==> src/rtl/kb_pkg.sv <==
// Shared types and constants for the PS/2 keyboard receiver.
package kb_pkg;

  // Deframer state encoding.
  typedef enum logic [1:0] {
    ST_IDLE   = 2'd0,
    ST_DATA   = 2'd1,
    ST_PARITY = 2'd2,
    ST_STOP   = 2'd3
  } kb_state_t;

  // Prefix bytes folded into event flags.
  localparam logic [7:0] PS2_EXT = 8'hE0;
  localparam logic [7:0] PS2_BRK = 8'hF0;

  // Decoded key event.
  typedef struct packed {
    logic [7:0] code;
    logic       rel;
    logic       ext;
  } kb_evt_t;

endpackage

==> src/rtl/ps2_sync.sv <==
// PS/2 pin synchronisers with a falling-edge detector on the clock pin.
module ps2_sync #(
  parameter int unsigned SYNC_STAGES = 2
) (
  input  logic clk,
  input  logic reset,
  input  logic ps2_clk_i,
  input  logic ps2_data_i,
  output logic data_s,
  output logic fall
);

  logic [SYNC_STAGES-1:0] r_clk_sync;
  logic [SYNC_STAGES-1:0] r_dat_sync;
  logic                   r_clk_prev;
  logic                   w_clk_s;

  assign w_clk_s = r_clk_sync[SYNC_STAGES-1];

  // Synchroniser chains idle high like the bus; previous clock level for edge detect.
  always_ff @(posedge clk or posedge reset) begin
    if (reset) begin
      r_clk_sync <= '1;
      r_dat_sync <= '1;
      r_clk_prev <= 1'b1;
    end else begin
      r_clk_sync <= {r_clk_sync[SYNC_STAGES-2:0], ps2_clk_i};
      r_dat_sync <= {r_dat_sync[SYNC_STAGES-2:0], ps2_data_i};
      r_clk_prev <= w_clk_s;
    end
  end

  assign data_s = r_dat_sync[SYNC_STAGES-1];
  assign fall   = r_clk_prev & ~w_clk_s;

endmodule

==> src/rtl/ps2_kb_rx.sv <==
// PS/2 keyboard receiver: deframes 11-bit frames, folds E0/F0 prefixes, emits key events.
module ps2_kb_rx
  import kb_pkg::*;
#(
  parameter int unsigned SYNC_STAGES    = 2,
  parameter int unsigned TIMEOUT_CYCLES = 2000
) (
  input  logic       clk,
  input  logic       reset,
  input  logic       ps2_clk_i,
  input  logic       ps2_data_i,
  output logic [7:0] code_o,
  output logic       release_o,
  output logic       extended_o,
  output logic       valid_o,
  input  logic       ready_i,
  output logic       err_o,
  output logic       overrun_o
);

  localparam int unsigned TO_W = (TIMEOUT_CYCLES > 2) ? $clog2(TIMEOUT_CYCLES) : 1;

  logic            w_data_s;
  logic            w_fall;
  kb_state_t       r_state;
  kb_state_t       w_state_nxt;
  logic            w_timeout;
  logic            w_stop_done;
  logic            w_good;
  logic [7:0]      r_shift;
  logic [2:0]      r_bit_cnt;
  logic            r_par;
  logic [TO_W-1:0] r_to_cnt;
  logic            r_ext_flag;
  logic            r_brk_flag;
  logic            r_new_vld;
  kb_evt_t         r_new_evt;
  kb_evt_t         r_out_evt;
  logic            r_valid;
  logic            r_err;
  logic            r_overrun;

  ps2_sync #(
    .SYNC_STAGES(SYNC_STAGES)
  ) u_sync (
    .clk       (clk),
    .reset     (reset),
    .ps2_clk_i (ps2_clk_i),
    .ps2_data_i(ps2_data_i),
    .data_s    (w_data_s),
    .fall      (w_fall)
  );

  // Deframer state register.
  always_ff @(posedge clk or posedge reset) begin
    if (reset) r_state <= ST_IDLE;
    else       r_state <= w_state_nxt;
  end

  // Next state on PS/2 falling edges, with timeout abort of partial frames.
  always_comb begin
    w_state_nxt = r_state;
    w_timeout   = 1'b0;
    w_stop_done = 1'b0;
    w_good      = (^{r_shift, r_par}) & w_data_s;
    case (r_state)
      ST_IDLE:   if (w_fall && !w_data_s) w_state_nxt = ST_DATA;
      ST_DATA:   if (w_fall && r_bit_cnt == 3'd7) w_state_nxt = ST_PARITY;
      ST_PARITY: if (w_fall) w_state_nxt = ST_STOP;
      ST_STOP: begin
        if (w_fall) begin
          w_state_nxt = ST_IDLE;
          w_stop_done = 1'b1;
        end
      end
      default:   w_state_nxt = ST_IDLE;
    endcase
    if (r_state != ST_IDLE && !w_fall && r_to_cnt == TO_W'(TIMEOUT_CYCLES - 1)) begin
      w_state_nxt = ST_IDLE;
      w_timeout   = 1'b1;
    end
  end

  // Shift/parity capture, timeout counter, prefix flags and pending event.
  always_ff @(posedge clk or posedge reset) begin
    if (reset) begin
      r_shift    <= 8'h00;
      r_bit_cnt  <= 3'd0;
      r_par      <= 1'b0;
      r_to_cnt   <= '0;
      r_ext_flag <= 1'b0;
      r_brk_flag <= 1'b0;
      r_new_vld  <= 1'b0;
      r_new_evt  <= '0;
      r_err      <= 1'b0;
    end else begin
      r_err     <= 1'b0;
      r_new_vld <= 1'b0;
      if (w_fall) begin
        case (r_state)
          ST_IDLE:   r_bit_cnt <= 3'd0;
          ST_DATA: begin
            r_shift   <= {w_data_s, r_shift[7:1]};
            r_bit_cnt <= r_bit_cnt + 3'd1;
          end
          ST_PARITY: r_par <= w_data_s;
          default:   ;
        endcase
      end
      if (r_state == ST_IDLE || w_fall) r_to_cnt <= '0;
      else                              r_to_cnt <= r_to_cnt + TO_W'(1);
      if (w_timeout) begin
        r_err      <= 1'b1;
        r_ext_flag <= 1'b0;
        r_brk_flag <= 1'b0;
      end
      if (w_stop_done) begin
        if (!w_good) begin
          r_err      <= 1'b1;
          r_ext_flag <= 1'b0;
          r_brk_flag <= 1'b0;
        end else if (r_shift == PS2_EXT) begin
          r_ext_flag <= 1'b1;
        end else if (r_shift == PS2_BRK) begin
          r_brk_flag <= 1'b1;
        end else begin
          r_new_vld      <= 1'b1;
          r_new_evt.code <= r_shift;
          r_new_evt.rel  <= r_brk_flag;
          r_new_evt.ext  <= r_ext_flag;
          r_ext_flag     <= 1'b0;
          r_brk_flag     <= 1'b0;
        end
      end
    end
  end

  // Output holding register with valid/ready handshake and overrun detection.
  always_ff @(posedge clk or posedge reset) begin
    if (reset) begin
      r_out_evt <= '0;
      r_valid   <= 1'b0;
      r_overrun <= 1'b0;
    end else begin
      r_overrun <= 1'b0;
      if (r_new_vld) begin
        if (!r_valid || ready_i) begin
          r_out_evt <= r_new_evt;
          r_valid   <= 1'b1;
        end else begin
          r_overrun <= 1'b1;
        end
      end else if (r_valid && ready_i) begin
        r_valid <= 1'b0;
      end
    end
  end

  assign code_o     = r_out_evt.code;
  assign release_o  = r_out_evt.rel;
  assign extended_o = r_out_evt.ext;
  assign valid_o    = r_valid;
  assign err_o      = r_err;
  assign overrun_o  = r_overrun;

endmodule

==> config.mk <==
export PLATFORM = sky130hd
export DESIGN_NAME = ps2_kb_rx
export DESIGN_NICKNAME = d
export VERILOG_FILES = /design/src/rtl/kb_pkg.sv /design/src/rtl/ps2_sync.sv /design/src/rtl/ps2_kb_rx.sv
export SDC_FILE = /design/constraint.sdc
export NUM_CORES = 1
export LEC_CHECK = 0
export ABC_AREA = 1
export BUFFER_PORTS_ARGS = -buffer_cell sky130_fd_sc_hd__buf_2
export CORE_AREA = 2 2 55 82
export CTS_CLUSTER_DIAMETER = 120
export DETAILED_ROUTE_END_ITERATION = 12
export DIE_AREA = 0 0 57 84
export HOLD_SLACK_MARGIN = 0.15
export PLACE_DENSITY = 0.92
export REMOVE_ABC_BUFFERS = 1
export SYNTH_ARGS = -nofsm -noshare
export SYNTH_HDL_FRONTEND = slang
export SYNTH_SLANG_ARGS = --single-unit
==> constraint.sdc <==
create_clock -name clk -period 2.77 [get_ports clk]
set_clock_uncertainty 0.05 [all_clocks]
set_input_delay 0.277 -clock clk [delete_from_list [all_inputs] [get_ports clk]]
set_output_delay 0.277 -clock clk [all_outputs]
set_load 0.01 [all_outputs]
==> reports/results.txt <==
number of CTS-inserted buffers: 5
outcome: complete, no violations
residual overflow from global routing: 0
Setup Fix Bufs, Post-CTS: 0
CTS Buffer Depth: 2
Layout Nets: 305
post-synthesis compound-gate area fraction: 7.964%
Syn Inst Count: 267
placed wire-length estimate after detailed placement: 3052 um
Worst setup SP type: flip-flop
placer congestion estimate: 0.8344
number of cells on the worst hold path: 4
power density of the placed cells: 809.8 nW/um^2
pin count of the biggest net entering global routing: 38
CORE AREA: 4136 um^2
count of final hold-check violations: 0
fraction of final layout cells with drive strength greater than 1: 17.06%
effective utilization at floorplan: 60.01%
IR Drop Worst-Case VDD: 566.8 uV
Clock Tree Root: clkbuf_8
total track usage: 20.32%
Mean Syn Cell Area: 9.297 um^2
vias: 1828
P&R area growth vs syn: 11.04%
worst-margin pin slew: 0.4519 ns
Worst-Skew Late Latency: 0.31 ns
max cap viols: 0
number of H-tree branching levels: 2
detailed-route vias per instance: 5.392
post-synthesis async set-or-reset flop share: 100.0%
average wire per cell in the routed design: 12.52 um
wirelength, routed: 4243 um
synth warn: 0
Post-CTS Hold Buffers: 3
initial DRC count: 66
CTS sink cnt: 56
Final Util: 66.64%
Synth top cells by count: nand2_1, dfrtp_1, inv_1
final total negative setup slack: 0 ns
Setup-failing EPs final: 0
Cell variety after synth: 24
ANT nets after route: 0
top_reg_cell synth: dfrtp_1
main combinational cell family by area after synthesis: simple AND/OR/NAND/NOR gates
ranking of synthesized cells by area: dfrtp_1, nand2_1, dfstp_2
Crit Path Class: reg -> reg
final slew viol count: 0
CTS resizes: 0
Post-Place Worst Slack: 0.8507 ns
die area: 4788 um^2
sequential-to-total area share from yosys stat: 56.70%
RSZ-0062 raised after global routing: false
leak pwr: 0.001480 uW
die extent in y: 84 um
post-layout minimum cycle time: 1.987 ns
most frequent cell after synthesis: nand2_1
Worst EP required: 2.95 ns
post-synthesis share of cell area spent on full adders, half adders and majority gates: 4.032%
final setup slack of the worst path: 0.7834 ns
number of inserted diodes: 0
post-synthesis xor/xnor area fraction: 0.3528%
first-pass GRT wire length: 7631 um
FP Rows: 29
Detailed Routing Iterations Pass 1: 4
vias in the first global route: 1766
TritonCTS clock tree: done
number of antenna violations at the first check in global routing: 0
arrival time of data at the critical path endpoint: 2.17 ns
Max Fanout on Critical Path: 7
multiplexer fraction of the synthesized cell area: 4.990%
post-synthesis instance area: 2482 um^2
share of synthesized cell area in and, or, nand and nor gates: 19.66%
number of synthesized flops with an enable pin: 0
Setup crit end kind: flip-flop
max-slew headroom at the worst pin: 69.78%
type of the most critical hold path: in -> reg
number of cells after detailed placement: 328
synthesis-stage register bit count: 56
Max Fclk: 503.4 MHz
cell type contributing the most total cell area after synthesis: dfrtp_1
post-synth top area share: 51.41%
crit share post-route: 71.72%
number of input and output port buffers inserted: 17
FF-to-FF path depth: 10
drt drc: 0
post-layout instance count excluding filler cells: 339
Worst-path clk slew: 0.10 ns
chip width: 57 um
count of pins on the block boundary: 18
[worst max-delay path, cell delays in order, from the launching register on]
cell and delay [ns]:
dfrtp_1 0.41, inv_1 0.14, ha_1 0.22, inv_1 0.05, nand2_1 0.19, inv_1 0.14, nand3_1 0.24, nand2_1 0.12
a21oi_1 0.17, nand2_1 0.08, o21ai_0 0.10
[cell families after synthesis]
logic type                 after synthesis
AOI/OAI and AO/OA                       36
xor gates and xnor gates                 1
adders and majority gates                8
buffers and inverters                   39
DFF                                     56
muxes                                   11
and+or+nand+nor                        116
[routing by layer]
layer / vias up / wire length, um / GRT usage (%)
met5: - / 0 / 0
met4: 0 / 111 / 8.245
met3: 10 / 131 / 3.721
met2: 39 / 2300 / 35.84
met1: 870 / 1700 / 23.76
li1: 909 / - / -
[area by class of cell]
| class | instances | area [um^2] |
|---|---|---|
| Multi-Input combinational cell | 172 | 918.4 |
| Fill cell | 325 | 1380 |
| Tap cell | 46 | 57.56 |
| Timing Repair Buffer | 22 | 130.1 |
| Sequential cell | 56 | 1408 |
| Clock buffer | 5 | 68.82 |
| Inverter | 35 | 131.4 |
| Clock inverter | 3 | 42.54 |
[per-stage QoR]
stage / cell area (um^2) / power (uW) / hold slack [ns]
after floorplan: 2457 / 1552 / 0.2315
after global placement: 2615 / 1666 / 0.2350
after detailed placement: 2615 / 1708 / 0.2338
after CTS: 2756 / 2242 / 0.1626
after global routing: 2756 / 2393 / 0.1876
final: 2756 / 2232 / 0.1696
[final timing paths]
kind | to | start | slack (ns)
setup reg to reg | r_brk_flag$_DFF_PP0_ | r_state[0]$_DFFE_PP0P_ | 0.78
min in group asynchronous | r_bit_cnt[2]$_DFFE_PP0P_ | reset | 0.43
hold / removal | overrun_o$_DFF_PP0_ | ready_i | 0.17
setup / recovery | r_brk_flag$_DFF_PP0_ | r_state[0]$_DFFE_PP0P_ | 0.78
max in group asynchronous | u_sync.r_dat_sync[1]$_DFF_PP1_ | reset | 1.40
hold reg to reg | u_sync.r_dat_sync[1]$_DFF_PP1_ | u_sync.r_dat_sync[0]$_DFF_PP1_ | 0.31
[cells in the final DEF, fill, tap and decap left out, types with 2 or more instances in the layout]
cell           instances
dlygate4sd3_1          3
nand3_1               20
nor3_1                 3
o21ai_0               21
buf_2                 17
nand2_2                3
nand2_1               72
a21oi_1               10
nor2_1                13
ha_1                   8
clkbuf_8               5
mux2_2                11
dfrtp_1               51
nand4_1                3
dfstp_2                5
inv_1                 34
buf_4                  2
[power by group]
group          leakage, uW  total [uW]  internal, uW  switching [uW]
sequential        0.000751        1040           941             103
clock            0.0000541         526           268             259
combinational     0.000675         662           243             419
total              0.00148        2230          1450             780
[flip-flops by register name, indices dropped and copies added, names as in the netlist, 2 cells and up]
| name | flops |
|---|---|
| r_bit_cnt | 3 |
| r_to_cnt | 11 |
| r_shift | 8 |
| u_sync.r_clk_sync | 2 |
| code_o | 8 |
| r_state | 2 |
| u_sync.r_dat_sync | 2 |
| r_new_evt | 10 |
No activity file was read; power rests on OpenSTA's default activity.
